`config.mk`:
```
export PLATFORM = sky130hd
export DESIGN_NAME = instruction_fetch_unit_flat
export DESIGN_NICKNAME = d
export VERILOG_FILES = /design/src/rtl/instruction_fetch_unit_if.sv /design/src/rtl/instruction_fetch_unit.sv /design/src/flat_wrapper.sv
export SDC_FILE = /design/constraint.sdc
export NUM_CORES = 1
export LEC_CHECK = 0
export BUFFER_PORTS_ARGS = -buffer_cell sky130_fd_sc_hd__buf_2
export CAP_MARGIN = 20
export CORE_MARGIN = 5
export CORE_UTILIZATION = 47
export CTS_BUF_LIST = sky130_fd_sc_hd__clkbuf_8
export CTS_CLUSTER_DIAMETER = 80
export CTS_CLUSTER_SIZE = 25
export DETAILED_ROUTE_END_ITERATION = 8
export GPL_ROUTABILITY_DRIVEN = 0
export PLACE_DENSITY = 0.85
export SLEW_MARGIN = 5
export SYNTH_ARGS = -nofsm -noshare
export SYNTH_HDL_FRONTEND = slang
export SYNTH_SLANG_ARGS = --single-unit
```
`constraint.sdc`:
```
create_clock -name i_clock -period 2.3 [get_ports i_clock]
set_clock_uncertainty 0.2 [all_clocks]
set_input_delay 0.345 -clock i_clock [delete_from_list [all_inputs] [get_ports i_clock]]
set_output_delay 0.345 -clock i_clock [all_outputs]
set_load 0.005 [all_outputs]
```
`src/rtl/instruction_fetch_unit_if.sv`:
```
// Bundles the fetch unit's control inputs, memory request/response channel,
// decoder handoff channel and status outputs. master = fetch unit, slave = environment.
interface instruction_fetch_unit_if;
  logic        i_enable;
  logic [31:0] i_pc;
  logic        i_flush;
  logic        o_mem_req_valid;
  logic        i_mem_req_ready;
  logic [31:0] o_mem_addr;
  logic        i_mem_rsp_valid;
  logic [31:0] i_mem_rsp_data;
  logic        o_instr_valid;
  logic        i_instr_ready;
  logic [31:0] o_instr;
  logic [31:0] o_instr_pc;
  logic        o_busy;
  logic        o_fault;
  logic [1:0]  o_fault_cause;

  modport master (
    input  i_enable, i_pc, i_flush, i_mem_req_ready, i_mem_rsp_valid,
           i_mem_rsp_data, i_instr_ready,
    output o_mem_req_valid, o_mem_addr, o_instr_valid, o_instr, o_instr_pc,
           o_busy, o_fault, o_fault_cause
  );

  modport slave (
    output i_enable, i_pc, i_flush, i_mem_req_ready, i_mem_rsp_valid,
           i_mem_rsp_data, i_instr_ready,
    input  o_mem_req_valid, o_mem_addr, o_instr_valid, o_instr, o_instr_pc,
           o_busy, o_fault, o_fault_cause
  );
endinterface

```
`src/rtl/instruction_fetch_unit.sv`:
```
// Instruction fetch unit: samples the PC, issues one word read, holds the
// returned instruction (tagged with its PC) for the decoder. Redirects abort
// or drain stale fetches; misalignment and memory timeouts latch a sticky fault.
module instruction_fetch_unit #(
  parameter int TIMEOUT_CYCLES = 255,
  parameter int CNT_WIDTH      = 16
) (
  input  logic                      i_clock,
  input  logic                      i_reset,
  instruction_fetch_unit_if.master  bus
);

  typedef enum logic [2:0] {
    S_IDLE, S_REQ, S_WAIT, S_HOLD, S_DRAIN, S_FAULT
  } state_t;

  localparam logic [1:0] CAUSE_NONE    = 2'd0;
  localparam logic [1:0] CAUSE_MISALGN = 2'd1;
  localparam logic [1:0] CAUSE_TIMEOUT = 2'd2;

  localparam logic [CNT_WIDTH-1:0] TO_LIMIT = CNT_WIDTH'(TIMEOUT_CYCLES);
  localparam logic [CNT_WIDTH-1:0] CNT_ONE  = {{(CNT_WIDTH-1){1'b0}}, 1'b1};

  state_t               state_q, state_d;
  logic [31:0]          addr_q, addr_d;
  logic [31:0]          instr_q, instr_d;
  logic [31:0]          ipc_q, ipc_d;
  logic [CNT_WIDTH-1:0] cnt_q, cnt_d, cnt_inc;
  logic [1:0]           cause_q, cause_d;
  logic                 req_vld_q, ivld_q, busy_q, fault_q;
  logic                 timeout;

  // Saturating increment; timeout fires on the cycle the count would reach the limit.
  always_comb begin
    cnt_inc = (&cnt_q) ? cnt_q : cnt_q + CNT_ONE;
    timeout = (cnt_inc >= TO_LIMIT);
  end

  // Next-state, counter and datapath capture logic.
  always_comb begin
    state_d = state_q;
    addr_d  = addr_q;
    instr_d = instr_q;
    ipc_d   = ipc_q;
    cnt_d   = cnt_q;
    cause_d = cause_q;
    unique case (state_q)
      S_IDLE: begin
        if (bus.i_flush) begin
          state_d = S_IDLE;
        end else if (bus.i_enable) begin
          if (bus.i_pc[1:0] != 2'b00) begin
            state_d = S_FAULT;
            cause_d = CAUSE_MISALGN;
          end else begin
            addr_d  = bus.i_pc;
            state_d = S_REQ;
          end
        end
      end
      S_REQ: begin
        // An accepted request is outstanding even if flushed: its response must be drained.
        if (bus.i_mem_req_ready) begin
          cnt_d   = '0;
          state_d = bus.i_flush ? S_DRAIN : S_WAIT;
        end else if (bus.i_flush) begin
          state_d = S_IDLE;
        end
      end
      S_WAIT: begin
        cnt_d = cnt_inc;
        if (bus.i_mem_rsp_valid) begin
          if (bus.i_flush) begin
            state_d = S_IDLE;
          end else begin
            instr_d = bus.i_mem_rsp_data;
            ipc_d   = addr_q;
            state_d = S_HOLD;
          end
        end else if (bus.i_flush) begin
          state_d = S_DRAIN;
        end else if (timeout) begin
          state_d = S_FAULT;
          cause_d = CAUSE_TIMEOUT;
        end
      end
      S_HOLD: begin
        if (bus.i_flush || bus.i_instr_ready) state_d = S_IDLE;
      end
      S_DRAIN: begin
        // Counter keeps running from WAIT so the bound covers the whole outstanding window.
        cnt_d = cnt_inc;
        if (bus.i_mem_rsp_valid) begin
          state_d = S_IDLE;
        end else if (timeout) begin
          state_d = S_FAULT;
          cause_d = CAUSE_TIMEOUT;
        end
      end
      S_FAULT: begin
        state_d = S_FAULT;
      end
      default: begin
        state_d = S_IDLE;
      end
    endcase
  end

  // State, datapath and registered outputs; outputs are decoded from the next state.
  always_ff @(posedge i_clock) begin
    if (i_reset) begin
      state_q   <= S_IDLE;
      addr_q    <= '0;
      instr_q   <= '0;
      ipc_q     <= '0;
      cnt_q     <= '0;
      cause_q   <= CAUSE_NONE;
      req_vld_q <= 1'b0;
      ivld_q    <= 1'b0;
      busy_q    <= 1'b0;
      fault_q   <= 1'b0;
    end else begin
      state_q   <= state_d;
      addr_q    <= addr_d;
      instr_q   <= instr_d;
      ipc_q     <= ipc_d;
      cnt_q     <= cnt_d;
      cause_q   <= cause_d;
      req_vld_q <= (state_d == S_REQ);
      ivld_q    <= (state_d == S_HOLD);
      busy_q    <= (state_d != S_IDLE) && (state_d != S_FAULT);
      fault_q   <= (state_d == S_FAULT);
    end
  end

  assign bus.o_mem_req_valid = req_vld_q;
  assign bus.o_mem_addr      = addr_q;
  assign bus.o_instr_valid   = ivld_q;
  assign bus.o_instr         = instr_q;
  assign bus.o_instr_pc      = ipc_q;
  assign bus.o_busy          = busy_q;
  assign bus.o_fault         = fault_q;
  assign bus.o_fault_cause   = cause_q;

endmodule

```
`src/flat_wrapper.sv`:
```
// flat-port wrapper written by rule: the top's interface ports become plain ports
module instruction_fetch_unit_flat 
#(
  parameter int TIMEOUT_CYCLES = 255,
  parameter int CNT_WIDTH      = 16
)
  (i_clock, i_reset, bus_i_enable, bus_i_pc, bus_i_flush, bus_i_mem_req_ready, bus_i_mem_rsp_valid, bus_i_mem_rsp_data, bus_i_instr_ready, bus_o_mem_req_valid, bus_o_mem_addr, bus_o_instr_valid, bus_o_instr, bus_o_instr_pc, bus_o_busy, bus_o_fault, bus_o_fault_cause);
  instruction_fetch_unit_if bus_i ();
  input  logic i_clock;
  input  logic i_reset;
  input wire logic [$bits(bus_i.i_enable)-1:0] bus_i_enable;
  input wire logic [$bits(bus_i.i_pc)-1:0] bus_i_pc;
  input wire logic [$bits(bus_i.i_flush)-1:0] bus_i_flush;
  input wire logic [$bits(bus_i.i_mem_req_ready)-1:0] bus_i_mem_req_ready;
  input wire logic [$bits(bus_i.i_mem_rsp_valid)-1:0] bus_i_mem_rsp_valid;
  input wire logic [$bits(bus_i.i_mem_rsp_data)-1:0] bus_i_mem_rsp_data;
  input wire logic [$bits(bus_i.i_instr_ready)-1:0] bus_i_instr_ready;
  output wire logic [$bits(bus_i.o_mem_req_valid)-1:0] bus_o_mem_req_valid;
  output wire logic [$bits(bus_i.o_mem_addr)-1:0] bus_o_mem_addr;
  output wire logic [$bits(bus_i.o_instr_valid)-1:0] bus_o_instr_valid;
  output wire logic [$bits(bus_i.o_instr)-1:0] bus_o_instr;
  output wire logic [$bits(bus_i.o_instr_pc)-1:0] bus_o_instr_pc;
  output wire logic [$bits(bus_i.o_busy)-1:0] bus_o_busy;
  output wire logic [$bits(bus_i.o_fault)-1:0] bus_o_fault;
  output wire logic [$bits(bus_i.o_fault_cause)-1:0] bus_o_fault_cause;
  assign bus_i.i_enable = bus_i_enable;
  assign bus_i.i_pc = bus_i_pc;
  assign bus_i.i_flush = bus_i_flush;
  assign bus_i.i_mem_req_ready = bus_i_mem_req_ready;
  assign bus_i.i_mem_rsp_valid = bus_i_mem_rsp_valid;
  assign bus_i.i_mem_rsp_data = bus_i_mem_rsp_data;
  assign bus_i.i_instr_ready = bus_i_instr_ready;
  assign bus_o_mem_req_valid = bus_i.o_mem_req_valid;
  assign bus_o_mem_addr = bus_i.o_mem_addr;
  assign bus_o_instr_valid = bus_i.o_instr_valid;
  assign bus_o_instr = bus_i.o_instr;
  assign bus_o_instr_pc = bus_i.o_instr_pc;
  assign bus_o_busy = bus_i.o_busy;
  assign bus_o_fault = bus_i.o_fault;
  assign bus_o_fault_cause = bus_i.o_fault_cause;
  instruction_fetch_unit #(.TIMEOUT_CYCLES(TIMEOUT_CYCLES), .CNT_WIDTH(CNT_WIDTH)) u_core (.i_clock(i_clock), .i_reset(i_reset), .bus(bus_i));
endmodule
```
# Word level (Yosys, flattened, before mapping)
# Cells that the tools add are included.
[totals]
reg_bits = 121
latch_bits = 0
mem_bits_rw = 0
romBits = 0
in_bits = 71
output_inout_bits = 102
elab_cells = 67
memories = 0
[classes]
n_addsub = 1
mul = 0
n_div = 0
n_lt_le_gt_ge = 1
n_eq_ne = 16
n_shift = 0
n_mux = 24
bitwise_logic = 2
n_reduce_logical = 13
[op_table]
columns = ["cell", "count"]
rows = [
  ["$mux 3", 11],
  ["$mux 16", 2],
  ["$pmux 16 s2", 1],
  ["$pmux 3 s6", 1],
  ["$add 16x1->16 const B", 1],
  ["$ge 16x8->1 const B", 1],
  ["$mux 2", 8],
  ["$reduce_and 16->1", 1],
  ["$ne 2x2->1 const B", 6],
  ["$eq 3x2->1 const B", 3],
  ["$eq 3x3->1 const B", 3],
  ["$reduce_and 7->1", 1],
  ["$eq 3x1->1 const B", 2],
  ["$pmux 2 s3", 1],
  ["$reduce_bool 3->1", 2],
  ["$reduce_and 4->1", 1],
  ["$reduce_bool 2->1", 2],
  ["$logic_not 3->1", 1],
  ["$ne 3x3->1 const B", 1],
  ["$reduce_and 3->1", 1],
  ["$ne 2x1->1 const B", 1],
  ["$not 1->1", 2],
  ["$reduce_and 2->1", 1],
  ["$reduce_or 2->1", 1],
  ["other kinds (2)", 2],
]

# Depth between registers and ports, before layout
[depth]
ltp_word = 9
depth_mapped = 10
mapped_depth_nobuf = 9

# Least setup slack after synthesis
# Ideal clock, no wire load.
[synth_timing]
path_kind = "reg-to-reg"
start = "register u_core.cnt_q[0]"
end = "register u_core.fault_q, in the netlist u_core.bus.o_fault"
setup_ns = 0.065
t_arrival_ns = 2.241
path_slack_ns = -0.206
path_stages_with_launch = 11
path_buffers = 1
path_cell_list = "dfxtp_1 -> ha_1 -> and4_1 -> buf_6 -> nand4_4 -> a21oi_1 -> nand4b_1 -> o2111ai_4 -> a21oi_1 -> or3_1 -> nor2_1"
[synth_between]
elab_chain_len = 8
word_cells_on_any_way = 10
classes_between = "add/sub (1); order compare (1); eq/ne (1); mux (6); reduce/logical (1)"
[synth_rtl]
columns = ["item", "line_no", "source"]
rows = [
  ["from (decl)", "instruction_fetch_unit.sv:28", "logic [CNT_WIDTH-1:0] cnt_q, cnt_d, cnt_inc;"],
  ["from (signal assigned)", "instruction_fetch_unit.sv:127", "cnt_q <= cnt_d;"],
  ["$add 16x1->16 or $reduce_and 16->1 (tied branches)", "instruction_fetch_unit.sv:35", "cnt_inc = (&cnt_q) ? cnt_q : cnt_q + CNT_ONE;"],
  ["$mux 16 *", "instruction_fetch_unit.sv:35", ""],
  ["$ge 16x8->1 *", "instruction_fetch_unit.sv:36", "timeout = (cnt_inc >= TO_LIMIT);"],
  ["$mux 3 *", "instruction_fetch_unit.sv:82, instruction_fetch_unit.sv:95", ""],
  ["$mux 3", "instruction_fetch_unit.sv:80", "end else if (bus.i_flush) begin"],
  ["$mux 3", "instruction_fetch_unit.sv:72", "if (bus.i_mem_rsp_valid) begin"],
  ["$pmux 3 s6 *", "instruction_fetch_unit.sv:47", "unique case (state_q)"],
  ["$eq 3x3->1 *", "instruction_fetch_unit.sv:132", "fault_q <= (state_d == S_FAULT);"],
  ["to (signal assigned)", "instruction_fetch_unit.sv:132", ""],
  ["to (decl)", "instruction_fetch_unit.sv:30", "logic req_vld_q, ivld_q, busy_q, fault_q;"],
]
# Every way passes the cells marked *; elsewhere a longest branch is shown, timed or not.
# A chain may end at the register's enable or synchronous reset.

# Worst setup path after layout
[layout_timing]
start = "register u_core.cnt_q[0]"
end = "register u_core.busy_q, in the netlist u_core.bus.o_busy"
[layout_between]
elab_chain_len = 9
word_cells_on_any_way = 12
classes_between = "add/sub (1); order compare (1); eq/ne (1); mux (6); reduce/logical (3)"
[layout_rtl]
columns = ["item", "line_no", "source"]
rows = [
  ["$add 16x1->16 or $reduce_and 16->1 (tied branches)", "instruction_fetch_unit.sv:35", ""],
  ["$mux 16 *", "instruction_fetch_unit.sv:35", ""],
  ["$ge 16x8->1 *", "instruction_fetch_unit.sv:36", ""],
  ["$mux 3 *", "instruction_fetch_unit.sv:82, instruction_fetch_unit.sv:95", ""],
  ["$mux 3", "instruction_fetch_unit.sv:80", ""],
  ["$mux 3", "instruction_fetch_unit.sv:72", ""],
  ["$pmux 3 s6 *", "instruction_fetch_unit.sv:47", ""],
  ["$ne 3x3->1 or $reduce_bool 3->1 (tied branches)", "instruction_fetch_unit.sv:131", "busy_q <= (state_d != S_IDLE) && (state_d != S_FAULT);"],
  ["$logic_and 1x1->1 *", "instruction_fetch_unit.sv:131", ""],
  ["to (signal assigned)", "instruction_fetch_unit.sv:131", ""],
  ["to (decl)", "instruction_fetch_unit.sv:30", ""],
]
# Marked as above.

==> results.cfg <==
[timing]
timing.hold.ws_ns = 0.2094
slew_violations = 0
setup_violations = 9
max_slew.worst_pin.slew_ns = 0.6396
finalHoldViolCount = 0
relSlewSlack_pct = 57.36
rsz0062_at_grt = yes
fin_ws_ns = -0.1231
min_period_over_period_pct = 105.4
period_needed_ns = 2.423
max_freq_mhz = 412.7

[power]
p_per_area_nw_per_um2 = 579.9
peakVddDrop_v = 0.0004380
p_leak_nw = 3.214

[die]
die_x_um = 112.7
core_sq_um = 10320
pin_count = 173
die_y_um = 112.7
rows = 37
start_util_pct = 47.98
die_area_sq_um = 12690

[logic_synthesis]
ys_warn_count = 0
synthTopCellsByArea = dfxtp_1 49%, nand2_1 15%, a21oi_1 12%, nor2_1 2.9%, clkbuf_1 2.2%
netlist_instances = 640
syn-mean-instance-area_sq_um = 7.740
synth_area_leader_cell = dfxtp_1
syn_nets = 712
synth_area_sq_um = 4954
ys_ff_latch = 121
synth_seq_area_share_pct = 48.90
yosys.area.top_type_share_pct = 48.90
synth_cell_type_count = 53

[cells_and_area]
fillerInstances = 680
nNetsFinal = 988
fin_util_pct = 72.31
area_growth_pct = 50.69
drive_above_1_share_pct = 33.73
finalInstanceArea_sq_um = 7465

[clocking]
cts_tree = built
clk-insertion-delay-late_ns = 0.42
cts-root-buf = clkbuf_8
clock-sinks = 121
clkSlewWorstSetupHoldPaths_ns = 0.07
cts_buffer_depth = 2
htree_levels = 4
numCtsBuffers = 17

[detailed_routing]
vias = 5765
drtAntennaViolNets = 0
wl_per_cell_um = 16.48
avgViaCountPerCell = 5.413
wl_um = 17550
drc_errors = 0
drt_iter0_markers = 720
drt-pass1-iter-count = 8

[worst_setup_path]
worstPathRequired_ns = 2.39
worstSetupEndpointType = flip-flop
arrival_ns = 2.51
cp-start-kind = flip-flop
path_class = reg -> reg
worstPathMaxFanout = 4

[worst_hold_path]
min_path_type = in -> reg

[status]
violations = negative setup slack
status = complete, but fails checks

[run]
cap_violations = 0

[grt]
grt_use_total_pct = 26.86
antenna_found_initial = 0
grt_max_degree = 62
grt.overflow.total = 0
grt_pass1_vias = 5619
grt_pass1_wl_um = 27760

[place]
port_buffers = 172
dpl.hpwl_um = 10380
placed_area_sq_um = 6377
==> cell usage after synthesis, drive strengths merged <==
cell type,n
o211a,1
nor2,38
o21a,2
o41ai,1
a21oi,124
nor3,11
nand4b,2
or4,1
and2,2
nand3b,1
a21o,4
and3b,1
ha,1
o22ai,3
inv,3
buf,16
o31a,1
or2,1
a22oi,4
o2111ai,1
mux2,2
mux2i,2
nand2b,4
or3,2
clkbuf,30
and4,5
nand4,10
nand2,201
xnor2,1
nand3,8
a41oi,1
nor3b,4
dfxtp,121
o21ai,15
o21bai,1
and3,5
a31oi,4
nor4,3
a211oi,3
==> flip-flops by register name, summed over array words and instances, names as in the netlist <==
signal	flops
u_core.cnt_q	16
u_core.bus.o_fault	1
u_core.bus.o_instr_pc	32
u_core.state_q	3
u_core.bus.o_mem_req_valid	1
u_core.bus.o_instr_valid	1
u_core.bus.o_busy	1
u_core.bus.o_instr	32
u_core.bus.o_mem_addr	32
u_core.bus.o_fault_cause	2
==> cell usage in the layout, fill, tap and decap left out, types with 8 or more instances in the layout <==
cell | synthesis | final
nand2_1 | 201 | 200
a21oi_1 | 122 | 119
clkbuf_8 | 0 | 17
dfxtp_1 | 121 | 113
o21ai_0 | 14 | 13
buf_4 | 1 | 60
nor3_1 | 10 | 8
nand4_1 | 9 | 9
buf_2 | 9 | 171
dlygate4sd3_1 | 0 | 62
nor2_1 | 38 | 36
==> per-layer routing <==
| metal | GRT usage, % | share of wire (%) |
|---|---|---|
| met1 | 29.71 | 37 |
| met2 | 46.41 | 51 |
| met4 | 15.87 | 5.0 |
| met3 | 6.685 | 7.0 |
| met5 | 0 | 0 |
==> power by group <==
part,switching (W),internal (W)
Combinational,0.000266,0.000266
Clock,0.000899,0.000744
Sequential,0.0000265,0.00213
==> final cells by class <==
type                            instances  area (sq um)  share of cell area (%)
Clock buffer                           17         234.0                   3.134
Inverter                                3         11.26                  0.1509
Clock inverter                         14         103.9                   1.391
Multi-Input combinational cell        470          2422                   32.45
Antenna cell                            1         2.502                 0.03352
Tap cell                              136         170.2                   2.280
Sequential cell                       121          2437                   32.65
Timing Repair Buffer                  303          2083                   27.91
==> per-stage QoR <==
stage | instances | TNS, ns | total power [W] | worst slack (ns)
floorplan | 640 | -0.1398 | 0.002417 | -0.06988
global placement | 968 | -0.9958 | 0.002609 | -0.1753
CTS | 1062 | -0.3352 | 0.004310 | -0.09030
global route | 1064 | -1.780 | 0.004518 | -0.2535
detailed placement | 968 | -1.620 | 0.002614 | -0.2555
finish | 1065 | -0.7278 | 0.004329 | -0.1231
==> what timing repair did <==
action	in CTS	in global routing
hold buffers	62	0
endpoints found under the setup margin	9	26
buffers inserted	1	2
endpoints found under the hold margin	62	0
pin swaps	8	6
gates resized for setup	15	15
==> final timing paths <==
kind / from / slack, ns / endpoint / cells past startpoint
worst min register to register: u_core.bus.o_instr[31] / 0.25 / u_core.bus.o_instr[31] / 2
worst max-delay path: u_core.cnt_q[0] / -0.12 / u_core.bus.o_busy / 10
worst min-delay path: bus_i_mem_rsp_valid / 0.21 / u_core.bus.o_fault_cause[0] / 5
worst max register to register: u_core.cnt_q[0] / -0.12 / u_core.bus.o_busy / 10
==> critical path, stage by stage, from the launching register on <==
cell,delay [ns]
dfxtp_4,0.36
ha_4,0.14
nand4_1,0.26
o41ai_4,0.34
o22ai_2,0.12
nand4b_1,0.15
o2111ai_4,0.20
buf_6,0.18
a21oi_4,0.14
xnor2_1,0.13
o21ai_1,0.07
==> kinds of logic after synthesis <==
logic type               after synthesis  synth area share (%)
multiplexers                           4                0.8588
XOR/XNOR                               1                0.1768
flip-flops                           121                 48.90
AO/OA/AOI/OAI                        165                 18.72
buffers and inverters                 49                 4.193
AND/OR/NAND/NOR                      299                 26.90
adder cells (fa/ha/maj)                1                0.2525
No activity file was read; power rests on OpenSTA's default activity.
